<file path="config.mk">
export PLATFORM = sky130hd
export DESIGN_NAME = uart_rx_core
export DESIGN_NICKNAME = d
export VERILOG_FILES = /design/src/rtl/uart_rx_core.sv
export SDC_FILE = /design/constraint.sdc
export NUM_CORES = 1
export LEC_CHECK = 0
export BUFFER_PORTS_ARGS = -buffer_cell sky130_fd_sc_hd__buf_2
export CAP_MARGIN = 20
export CELL_PAD_IN_SITES_DETAIL_PLACEMENT = 1
export CELL_PAD_IN_SITES_GLOBAL_PLACEMENT = 2
export CORE_MARGIN = 4
export CORE_UTILIZATION = 44
export CTS_BUF_LIST = sky130_fd_sc_hd__clkbuf_8
export DETAILED_ROUTE_END_ITERATION = 12
export PLACE_DENSITY_LB_ADDON = 0.1
export SETUP_SLACK_MARGIN = 0.3
export SYNTH_ARGS = -nofsm -noshare
export SYNTH_HDL_FRONTEND = slang
export SYNTH_SLANG_ARGS = --single-unit
</file>
<file path="constraint.sdc">
create_clock -name clk -period 6.3 [get_ports clk]
set_input_delay 0.63 -clock clk [delete_from_list [all_inputs] [get_ports clk]]
set_output_delay 0.63 -clock clk [all_outputs]
set_load 0.03 [all_outputs]
</file>
<file path="src/rtl/uart_rx_core.sv">
// uart_rx_core: 8N1 UART receiver with a one-entry valid/ack holding register.
module uart_rx_core #(
  parameter int CLK_FREQ  = 50000000,
  parameter int BAUD_RATE = 115200
) (
  input  logic       clk,
  input  logic       rst,
  input  logic       uart_rxd,
  input  logic       rx_ack,
  output logic [7:0] rx_data,
  output logic       rx_valid,
  output logic       rx_overrun,
  output logic       frame_err,
  output logic       busy
);
  localparam int BIT_CNT = CLK_FREQ / BAUD_RATE;
  localparam int HALF_CNT = BIT_CNT / 2;
  localparam int CW = $clog2(BIT_CNT + 1);
  localparam logic [CW-1:0] BIT_LAST = CW'(BIT_CNT - 1);
  localparam logic [CW-1:0] HALF_LAST = CW'(HALF_CNT - 1);

  typedef enum logic [2:0] {IDLE, START, DATA, STOP, BRK} state_t;

  state_t state, state_n;
  logic [CW-1:0] cnt, cnt_n;
  logic [2:0] idx, idx_n;
  logic [7:0] shreg, shreg_n;
  logic rxd_m, rxd_s, rxd_p;
  logic tick, commit, ferr;

  assign busy = state != IDLE;
  assign tick = cnt == ((state == START) ? HALF_LAST : BIT_LAST);

  always_comb begin
    state_n = state;
    cnt_n = cnt + CW'(1);
    idx_n = idx;
    shreg_n = shreg;
    commit = 1'b0;
    ferr = 1'b0;
    case (state)
      IDLE: begin
        cnt_n = '0;
        if (rxd_p && !rxd_s) state_n = START;
      end
      START: if (tick) begin
        cnt_n = '0;
        idx_n = 3'd0;
        state_n = rxd_s ? IDLE : DATA;
      end
      DATA: if (tick) begin
        cnt_n = '0;
        shreg_n[idx] = rxd_s;
        idx_n = idx + 3'd1;
        state_n = (idx == 3'd7) ? STOP : DATA;
      end
      STOP: if (tick) begin
        cnt_n = '0;
        commit = rxd_s;
        ferr = !rxd_s;
        state_n = rxd_s ? IDLE : BRK;
      end
      BRK: begin
        cnt_n = '0;
        if (rxd_s) state_n = IDLE;
      end
      default: state_n = IDLE;
    endcase
  end

  // Synchronizer and edge-detect flops idle high so reset never fakes a start edge.
  always_ff @(posedge clk or posedge rst) begin
    if (rst) begin
      rxd_m <= 1'b1;
      rxd_s <= 1'b1;
      rxd_p <= 1'b1;
      state <= IDLE;
      cnt <= '0;
      idx <= 3'd0;
      shreg <= 8'd0;
    end else begin
      rxd_m <= uart_rxd;
      rxd_s <= rxd_m;
      rxd_p <= rxd_s;
      state <= state_n;
      cnt <= cnt_n;
      idx <= idx_n;
      shreg <= shreg_n;
    end
  end

  always_ff @(posedge clk or posedge rst) begin
    if (rst) begin
      rx_data <= 8'd0;
      rx_valid <= 1'b0;
      rx_overrun <= 1'b0;
      frame_err <= 1'b0;
    end else begin
      frame_err <= ferr;
      if (commit) begin
        if (!rx_valid || rx_ack) begin
          rx_data <= shreg;
          rx_valid <= 1'b1;
          rx_overrun <= 1'b0;
        end else begin
          rx_overrun <= 1'b1;
        end
      end else if (rx_valid && rx_ack) begin
        rx_valid <= 1'b0;
        rx_overrun <= 1'b0;
      end
    end
  end
endmodule

</file>
### Word-level counts from Yosys, hierarchy flattened

Index checks and enable logic that the tools add are counted.

* output and inout port bits: 12
* bits in registers: 37
* memory bits (writable): 0
* bits in read-only memories: 0
* latch bits: 0
* memories: 0

* eq/ne operators: 12
* add/sub/neg operators: 2
* div/mod/pow operators: 0
* shift operators: 0
* reductions and logical operators: 17
* multiplexer cells: 27
* bitwise operators: 0
* magnitude comparators: 2
* $mul: 0

Operators by type and width (number)
* $mux 3: 8
* $mux 9: 2
* $pmux 9 s2: 1
* $pmux 3 s5: 1
* $mux 1: 11
* $ne 2x2->1 const B: 5
* $add 9x1->9 const B: 1
* $eq 9x9->1: 1
* $bwmux 8: 1
* $eq 3x2->1 const B: 2
* $eq 3x3->1 const B: 2
* $pmux 3 s2: 1
* $reduce_and 2->1: 3
* $reduce_and 5->1: 1
* $lt 3x4->1 const B: 1
* $reduce_bool 2->1: 2
* $add 3x1->3 const B: 1
* $demux 1 s3: 1
* $eq 3x1->1 const B: 1
* $ge 3x1->1 const B: 1
* $logic_and 1x1->1: 3
* $logic_not 3->1: 1
* $reduce_and 3->1: 1
* $reduce_bool 3->1: 1
* other kinds (6): 7

### Longest topological paths before layout

Gate-level depths: netlist of the first run.

* word-level depth: 7
* gate-level depth with buffers: 6
* gate-level depth less buffers: 4

### Least setup slack after synthesis of the first run

No wires, ideal clock.

* path type: reg-to-reg
* from: register cnt[2]
* to: register shreg[0]
* period minus slack after synthesis: 2009 ps
* arrival time: 1882 ps
* path buffers: 2
* library setup time: 128 ps
* stages on the path, launching flop included: 7
* setup slack: 4291 ps
* cells stage by stage: dfrtp_1 nand4bb_1 buf_2 or4_4 buf_6 nor4_2 mux2_1

* longest elaborated chain between the ends: 2

RTL lines
* from (decl): line 25 `logic [CW-1:0] cnt, cnt_n;`
* from (signal assigned): line 86 `cnt <= cnt_n;`
* $eq 9x9->1: line 32 `assign tick = cnt == ((state == START) ? HALF_LAST : BIT_LAST);`
* $reduce_and 2->1 (no source line)
* to (signal assigned): line 88 `shreg <= shreg_n;`
* to (decl): line 27 `logic [7:0] shreg, shreg_n;`

No other way between the ends.
A chain may end at the register's enable or synchronous reset.

### Worst setup path after layout of the first run

* from: register cnt[2]
* to: register shreg[6]

Same word-level chain as after synthesis.

==> results of run 1 <==
[layer usage]
metal / vias to the layer above / GRT usage [%]
met5: - / 0
met4: 0 / 4.80
met3: 4 / 3.98
met2: 18 / 26.5
met1: 596 / 18.6
li1: 564 / -
[final cells by class]
cell class	instances	area, um^2	area share (%)
clock buffer	5	68.8	3.57
sequential	37	930	48.3
tap	48	60.1	3.12
inverter	6	22.5	1.17
multi-input combinational	98	748	38.9
clock inverter	3	13.8	0.715
timing repair buffer	16	82.6	4.29
[worst register-to-register path: cells and delay by family, from the launching register on]
kind / cells / cell delay (ns)
simple gates: 3 / 1.37
flops: 1 / 0.44
mux: 1 / 0.35
[kinds of logic after synthesis]
| group | synth area share (%) |
|---|---|
| simple gates | 21.0 |
| xor+xnor | 3.54 |
| mux | 11.1 |
| buf+inv | 3.11 |
| fa+ha+maj | 2.17 |
| flops | 53.7 |
| compound gates | 5.49 |
[registers in the layout (all words and copies together) (netlist names)]
| name | flops |
|---|---|
| rx_overrun | 1 |
| cnt | 9 |
| rx_valid | 1 |
| rxd_p | 1 |
| rxd_s | 1 |
| rx_data | 8 |
| shreg | 8 |
| idx | 3 |
| rxd_m | 1 |
| state | 3 |
| frame_err | 1 |
[power by group through the flow]
stage,combinational (mW),clock [mW],sequential [mW]
2_1_floorplan,0.0558,0,0.291
3_3_place_gp,0.0661,0,0.300
3_5_place_dp,0.0674,0,0.300
4_1_cts,0.0681,0.161,0.296
5_1_grt,0.0769,0.171,0.302
6_report,0.0669,0.153,0.297
[synthesized netlist by cell type, drive strengths merged, types with 2 or more instances]
library cell  count
a21oi             3
a22o              2
a311oi            2
buf               2
clkbuf            4
dfrtp            34
dfstp             3
ha                3
inv               6
mux2             17
nand2             7
nand2b            6
nand3             4
nand4             2
nand4bb           2
nor2             13
nor3              5
nor4             11
or2               2
or4               2
xor2              6
[worst paths after layout]
kind | startpoint | to | cells past startpoint
worst min-delay path | rxd_m | rxd_s | 0
min in group asynchronous | rst | rx_overrun | 3
worst min register to register | rxd_m | rxd_s | 0
worst max register to register | cnt[2] | shreg[6] | 4
worst max-delay path | cnt[2] | shreg[6] | 4
max in group asynchronous | rst | rxd_p | 3
[layout by cell type (no fill, tap or decap), types with 3 or more instances in the layout]
| cell type | Yosys | layout |
|---|---|---|
| dfrtp_1 | 34 | 34 |
| buf_2 | 1 | 15 |
| mux2_1 | 14 | 14 |
| nor2_1 | 13 | 13 |
| nand2_1 | 7 | 7 |
| inv_1 | 6 | 7 |
| nand2b_1 | 6 | 6 |
| nor4_1 | 6 | 6 |
| xor2_1 | 6 | 6 |
| nor3_1 | 5 | 5 |
| nor4_2 | 5 | 5 |
| clkbuf_8 | 0 | 5 |
| nand3_1 | 4 | 4 |
| mux2_2 | 3 | 3 |
| a21oi_1 | 3 | 3 |
| ha_1 | 3 | 3 |
| dfstp_2 | 3 | 3 |
==> results.json, run 1 <==
{
  "cts_setup_buffers": 0,
  "netlist_instances": 147,
  "critPathBufInv": 0,
  "final-setup-viol-count": 0,
  "cts_hold_buf": 0,
  "syn_area_per_cell_um2": 11.8,
  "cts_tree": "done",
  "clk_pin_slew_ns": 0.07,
  "cts_sinks": 37,
  "ant_nets": 0,
  "synth_edf_count": 0,
  "relSlewSlack_pct": 52.1,
  "core-area_mm2": 0.00374,
  "finalHoldViolCount": 0,
  "fillers": 420,
  "cp-end-kind": "register",
  "hpwl_mm": 2.49,
  "path_delay_family": "simple AND/OR/NAND/NOR gates",
  "power_density_mw_per_mm2": 268,
  "p_int_mw": 0.368,
  "ys_async_sr_fraction_pct": 100,
  "path_class": "reg2reg",
  "layoutNonFillerInstCount": 213,
  "place_area_mm2": 0.00184,
  "grt_first_pass_wirelength_mm": 6.09,
  "ctsRootBufferMaster": "clkbuf_8",
  "fp-row-count": 22,
  "tns_ns": 0,
  "antenna_found_initial": 0,
  "crit_chain": "nand4bb_1 -> or4_4 -> nor4_1 -> mux2_1",
  "peakVddDrop_v": 0.000156,
  "final_nets": 171,
  "clock.fmax_mhz": 439,
  "io_buffers": 15,
  "hold_ws_ns": 0.358,
  "drt_wl_total_mm": 3.41,
  "hp-class": "reg2reg",
  "area_growth_pct": 11.2,
  "routedWlPerCell_um": 16.0,
  "yosysWarnings": 0,
  "dpl_worst_slack_ns": 4.05,
  "synth_seq_area_share_pct": 53.7,
  "cp.required_ns": 6.47,
  "rrSetupSlack_ns": 4.02,
  "grt_start_max_net_pins": 38,
  "met1_length_mm": 1.41,
  "finalInstanceArea_mm2": 0.00193,
  "via_count": 1182,
  "pwr-share-comb_pct": 12.9,
  "drtIter0Drc": 54,
  "routed.top_layer": "met4",
  "synth_area_leaders": "dfrtp_1 49%, mux2_1 9.1%, dfstp_2 4.6%, nor4_2 3.6%, xor2_1 3.0%",
  "post-route-drc-count": 0,
  "dr.pass1.iters": 4,
  "synth_area_leader_cell": "dfrtp_1",
  "ios": 16,
  "worstPathMaxFanout": 13,
  "htreeDepth": 2,
  "vias_per_cell": 5.55,
  "finalPower_mw": 0.516,
  "power_frac_clock_pct": 29.6,
  "gp_congestion": 0.901,
  "leakagePower_nw": 0.925,
  "ys_ff_latch": 37,
  "route.met3.wl_um": 105,
  "rsz0062_at_grt": "no",
  "crit_slowest_cell": "or4_4",
  "initial_core_util_pct": 46.3,
  "status": "finished clean",
  "drv_slew": 0,
  "num_antenna_cells": 0,
  "grt_pass1_vias": 1249,
  "power_switching_mw": 0.148,
  "ys_types": 36,
  "utilization_pct": 51.4,
  "layout_min_cycle_time_ns": 2.28,
  "slowest_delay_ns": 0.64,
  "synth_top_cell_area_share_pct": 49.1,
  "tightest_slew_ns": 0.718,
  "swShare_pct": 28.7,
  "die_y_um": 70.7,
  "grt_overflow": 0,
  "worst_slack_ns": 4.02,
  "max_cap_viol_count": 0,
  "die_area_mm2": 0.00500,
  "finClkSkew_ns": 0.00363,
  "seqPwrFrac_pct": 57.5,
  "post_cts_resized": 0,
  "grt_use_total_pct": 15.3,
  "cts_buffers": 5,
  "drive_gt1_share_pct": 23.0,
  "arrival_ns": 2.44,
  "wl_met2_mm": 1.87,
  "cts_buffer_depth": 2,
  "insertion_delay_ns": 0.28,
  "period_share_pct": 36.1,
  "chipWidth_um": 70.7,
  "cp-start-kind": "register",
  "syn_nets": 154,
  "dp.cells": 205,
  "syn_area_mm2": 0.00173,
  "synth_ff_type": "dfrtp_1"
}
Power figures use the tool's default switching activity.
==> inputs of run 2 (changes only) <==
--- a/config.mk
+++ b/config.mk
@@ -10,7 +10,7 @@
 export CELL_PAD_IN_SITES_DETAIL_PLACEMENT = 1
 export CELL_PAD_IN_SITES_GLOBAL_PLACEMENT = 2
 export CORE_MARGIN = 4
-export CORE_UTILIZATION = 44
+export CORE_UTILIZATION = 41
 export CTS_BUF_LIST = sky130_fd_sc_hd__clkbuf_8
 export DETAILED_ROUTE_END_ITERATION = 12
 export PLACE_DENSITY_LB_ADDON = 0.1
==> constraint.sdc (replaced) <==
create_clock -name clk -period 2.2 [get_ports clk]
set_input_delay 0.22 -clock clk [delete_from_list [all_inputs] [get_ports clk]]
set_output_delay 0.22 -clock clk [all_outputs]
set_load 0.03 [all_outputs]
==> run 2 against run 1 <==
  * Global-route usage grew 2.0 points
  * Maximum frequency grew 19%
  * Clock skew is essentially flat
  * Largest power group unchanged
  * Total power grew to 3.1 times the previous value
==> results.json, run 2 (same netlist as run 1, synthesis figures left out) <==
{
  "grt_use_total_pct": 17.3,
  "ctsRootBufferMaster": "clkbuf_8",
  "period_share_pct": 87.3,
  "path_delay_family": "simple AND/OR/NAND/NOR gates",
  "grt_first_pass_wirelength_mm": 6.96,
  "regMostFlops": "cnt",
  "antenna_found_initial": 0,
  "slowest_delay_ns": 0.61,
  "drt_wl_total_mm": 4.09,
  "crit_chain": "nand2_1 -> or4_4 -> nor4_2 -> mux2_1",
  "wl_met2_mm": 2.09,
  "grt_pass1_vias": 1376,
  "dr.pass1.iters": 4,
  "arrival_ns": 2.09,
  "layout_min_cycle_time_ns": 1.92,
  "finClkSkew_ns": 0.00377,
  "cp.required_ns": 2.37,
  "fillers": 429,
  "ant_nets": 0,
  "peakVddDrop_v": 0.000541,
  "critPathBufInv": 0,
  "grt_overflow": 0,
  "max_cap_viol_count": 0,
  "tightest_slew_ns": 0.471,
  "core-area_mm2": 0.00403,
  "final_cell_mix": "32 x dfrtp_1, 15 x buf_2, 15 x buf_4",
  "r2r_start": "state[1]",
  "grt_start_max_net_pins": 38,
  "drive_gt1_share_pct": 36.7,
  "final-setup-viol-count": 0,
  "status": "finished clean",
  "num_antenna_cells": 0,
  "htreeDepth": 2,
  "finalHoldViolCount": 0,
  "cp-start-kind": "register",
  "via_count": 1259,
  "worst_r2r_endpoint": "shreg[1]",
  "reg_top3": "cnt (9), rx_data (8), shreg (8)",
  "die_area_mm2": 0.00533,
  "leakagePower_nw": 1.05,
  "final_common_cell": "dfrtp_1",
  "cp-end-kind": "register",
  "clk_pin_slew_ns": 0.07,
  "post-route-drc-count": 0,
  "hp-class": "in2async",
  "hpwl_mm": 2.68,
  "gp_congestion": 0.775,
  "initial_core_util_pct": 43.0,
  "cts_sinks": 37,
  "vias_per_cell": 5.47,
  "final_nets": 186,
  "clock.fmax_mhz": 521,
  "cts_buffers": 5,
  "insertion_delay_ns": 0.28,
  "routedWlPerCell_um": 17.8,
  "routed.top_layer": "met4",
  "cts_tree": "done",
  "cts_buffer_depth": 2,
  "path_class": "reg2reg",
  "hold_ws_ns": 0.0285,
  "utilization_pct": 53.6,
  "area_growth_pct": 24.7,
  "crit_slowest_cell": "or4_4",
  "power_density_mw_per_mm2": 749,
  "chipWidth_um": 73.0,
  "cts_hold_buf": 0,
  "relSlewSlack_pct": 68.6,
  "ios": 16,
  "rsz0062_at_grt": "yes",
  "drv_slew": 0,
  "reg2reg_depth": 4,
  "met1_length_mm": 1.80,
  "route.met3.wl_um": 180,
  "tns_ns": 0,
  "io_buffers": 15,
  "worstPathMaxFanout": 7,
  "largest_reg_flops": 9,
  "drtIter0Drc": 93,
  "die_y_um": 73.0,
  "fp-row-count": 23,
  "rrSetupSlack_ns": 0.28
}
==> run 2: cell count changes in the layout (fill, tap and decap cells not counted), moves of 2 or more <==
cell	delta
nor4_4	+4
mux2_1	-2
dfrtp_1	-2
nand4bb_1	-2
nor4_1	-3
dfrtp_2	+2
nand4bb_4	+2
mux2_4	+2
buf_4	+14
==> run 2: worst max-delay path by stage <==
stage | start | to | slack [ns] | cells past startpoint
5_1_grt | cnt[6] | shreg[1] | 0.20 | 4
2_1_floorplan | cnt[1] | shreg[0] | 0.27 | 6
4_1_cts | cnt[3] | shreg[3] | 0.24 | 4
3_5_place_dp | cnt[3] | shreg[5] | 0.05 | 4
3_3_place_gp | cnt[6] | shreg[5] | 0.15 | 4
6_report | state[1] | shreg[1] | 0.28 | 4
==> run 2: through the flow <==
step | worst slack [ns] | std cells | power (mW) | instance area, um^2
3_5_place_dp | 0.0492 | 216 | 1.09 | 1910
4_1_cts | 0.241 | 229 | 1.61 | 2130
2_1_floorplan | 0.270 | 147 | 0.994 | 1730
5_1_grt | 0.200 | 230 | 1.72 | 2160
3_3_place_gp | 0.154 | 216 | 1.07 | 1910
6_report | 0.280 | 230 | 1.62 | 2160
==> run 2: layout make-up <==
class,count,area [um^2],area share (%)
multi-input cells,99,872,40.4
well taps,50,62.6,2.90
flip-flops and latches,37,932,43.2
inverters,6,22.5,1.04
clock inverters,3,13.8,0.637
clock buffers,5,68.8,3.19
repair buffers,30,188,8.69
==> run 2: per-layer routing <==
layer  track usage, %  vias up
li1                 -      596
met4             6.15        0
met5                0        -
met3             3.72        2
met2             28.3       29
met1             22.4      632
==> run 2: what timing repair did <==
action / 4_1_cts / 5_1_grt
pin swaps: 5 / 1
cloned: 1 / 0
endpoints found under the hold margin: 0 / 0
gates resized for setup: 13 / 8
endpoints found under the setup margin: 9 / 25
buffers inserted: 4 / 1
==> run 2: worst register-to-register path: cells and delay by family, from the launching register on <==
| family | cells | cell delay, ns |
|---|---|---|
| DFF | 1 | 0.48 |
| and+or+nand+nor | 3 | 1.00 |
| muxes | 1 | 0.34 |
==> run 2: report_power, final <==
group	switching [mW]	total, mW	internal [mW]
Sequential	0.0799	0.834	0.754
Clock	0.236	0.451	0.215
Combinational	0.163	0.332	0.169
Total	0.479	1.62	1.14
==> inputs of run 3 (changes only) <==
--- a/config.mk
+++ b/config.mk
@@ -12,9 +12,9 @@
 export CORE_MARGIN = 4
 export CORE_UTILIZATION = 41
 export CTS_BUF_LIST = sky130_fd_sc_hd__clkbuf_8
+export CTS_CLUSTER_DIAMETER = 80
 export DETAILED_ROUTE_END_ITERATION = 12
 export PLACE_DENSITY_LB_ADDON = 0.1
-export SETUP_SLACK_MARGIN = 0.3
 export SYNTH_ARGS = -nofsm -noshare
 export SYNTH_HDL_FRONTEND = slang
 export SYNTH_SLANG_ARGS = --single-unit
==> run 3 against run 2 <==
  * Clock-buffer cell count grew 1
  * Worst setup slack lost 0.16 ns
  * Wire length shrank 9.3%
  * Clock skew grew 0.0035 ns
  * Via count shrank 1.7%
  * Flip-flop and latch count is the same
  * Critical path type unchanged
  * Sequential power is essentially flat
==> results.json, run 3 (same netlist as run 1, synthesis figures left out) <==
{
  "status": "finished clean",
  "tns_ns": 0,
  "clock.fmax_mhz": 481,
  "grt_use_total_pct": 16.0,
  "cts_hold_buf": 0,
  "path_delay_family": "simple AND/OR/NAND/NOR gates",
  "dr.pass1.iters": 2,
  "cts_buffer_depth": 2,
  "num_antenna_cells": 0,
  "period_share_pct": 94.5,
  "regMostFlops": "cnt",
  "final_cell_mix": "34 x dfrtp_1, 15 x buf_2, 14 x mux2_1",
  "drtIter0Drc": 60,
  "vias_per_cell": 5.50,
  "slowest_delay_ns": 0.61,
  "relSlewSlack_pct": 68.8,
  "io_buffers": 15,
  "gp_congestion": 0.771,
  "leakagePower_nw": 0.981,
  "layoutNonFillerInstCount": 225,
  "ant_nets": 0,
  "path_class": "reg2reg",
  "fillers": 458,
  "insertion_delay_ns": 0.30,
  "grt_first_pass_wirelength_mm": 6.39,
  "crit_chain": "nand4bb_1 -> or4_4 -> nor4_1 -> mux2_1",
  "grt_start_max_net_pins": 38,
  "drt_wl_total_mm": 3.72,
  "clk_pin_slew_ns": 0.08,
  "cp-end-kind": "register",
  "hpwl_mm": 2.52,
  "critPathBufInv": 0,
  "ios": 16,
  "fp-row-count": 23,
  "layout_min_cycle_time_ns": 2.08,
  "final_common_cell": "dfrtp_1",
  "tightest_slew_ns": 0.468,
  "drv_slew": 0,
  "cts_sinks": 37,
  "arrival_ns": 2.25,
  "via_count": 1238,
  "initial_core_util_pct": 43.0,
  "hp-class": "in2async",
  "die_y_um": 73.0,
  "crit_slowest_cell": "or4_4",
  "cts_buffers": 5,
  "final_nets": 181,
  "finalHoldViolCount": 0,
  "chipWidth_um": 73.0,
  "area_growth_pct": 18.2,
  "worstPathMaxFanout": 11,
  "largest_reg_flops": 9,
  "rsz0062_at_grt": "no",
  "routedWlPerCell_um": 16.5,
  "htreeDepth": 2,
  "antenna_found_initial": 0,
  "ctsRootBufferMaster": "clkbuf_8",
  "core-area_mm2": 0.00403,
  "post-route-drc-count": 0,
  "peakVddDrop_v": 0.000420,
  "cts_tree": "done",
  "dp.cells": 216,
  "grt_overflow": 0,
  "max_cap_viol_count": 0,
  "cp-start-kind": "register",
  "final-setup-viol-count": 0,
  "die_area_mm2": 0.00533,
  "grt_pass1_vias": 1272,
  "drive_gt1_share_pct": 28.6,
  "cp.required_ns": 2.37,
  "reg_top3": "cnt (9), rx_data (8), shreg (8)",
  "finClkSkew_ns": 0.00726,
  "power_density_mw_per_mm2": 835
}
[run 3: worst reg2reg max path: stages, from the launching register on]
cell and delay [ns]:
dfrtp_1 0.46, nand4bb_1 0.26, or4_4 0.61, nor4_1 0.28
mux2_1 0.35
[run 3: what timing repair did]
action	in CTS	in global routing
resized for setup	0	1
buffers inserted	0	1
setup endpoints to repair	0	4
[run 3: stage by stage]
| stage | util, % | power (mW) | instance area (um^2) | setup slack, ns | hold slack [ns] |
|---|---|---|---|---|---|
| floorplan | - | 0.994 | 1730 | 0.191 | 0.224 |
| detailed placement | 47.5 | 1.09 | 1910 | 0.0760 | 0.328 |
| global placement | 47.5 | 1.08 | 1910 | 0.171 | 0.325 |
| global route | 50.8 | 1.80 | 2050 | 0.0167 | 0.0199 |
| finish | 50.8 | 1.71 | 2050 | 0.122 | 0.0195 |
| CTS | 50.5 | 1.73 | 2030 | 0.0303 | 0.00789 |
[run 3: power by group]
part | leakage, nW | internal [mW] | total, mW | switching [mW]
Combinational | 0.437 | 0.115 | 0.254 | 0.140
Sequential | 0.487 | 0.749 | 0.832 | 0.0827
Clock | 0.0574 | 0.369 | 0.623 | 0.254
Total | 0.981 | 1.23 | 1.71 | 0.476
[run 3: worst paths after layout]
| kind | startpoint | cells past startpoint | slack [ns] | endpoint |
|---|---|---|---|---|
| min | rst | 3 | 0.02 | rx_data[5] |
| max | cnt[2] | 4 | 0.12 | shreg[7] |
| max in group asynchronous | rst | 3 | 1.82 | rxd_s |
| max reg2reg | cnt[2] | 4 | 0.12 | shreg[7] |
| min reg2reg | rxd_m | 0 | 0.36 | rxd_s |
| min in group clk | uart_rxd | 1 | 0.02 | rxd_m |
[run 3: area by class of cell]
type	instances	area [um^2]	area share [%]
flip-flops and latches	37	930	45.4
multi-input cells	98	754	36.9
repair buffers	26	158	7.70
clock buffers	6	82.6	4.03
well taps	50	62.6	3.06
clock inverters	2	37.5	1.83
inverters	6	22.5	1.10
[run 3: layer usage]
metal / part of all wire (%) / global-route usage, % / vias to the layer above / wire (um)
li1: - / - / 588 / -
met1: 46 / 19.6 / 627 / 1700
met2: 49 / 26.7 / 16 / 1830
met3: 3.1 / 3.72 / 7 / 115
met4: 1.7 / 6.76 / 0 / 64
met5: 0 / 0 / - / 0
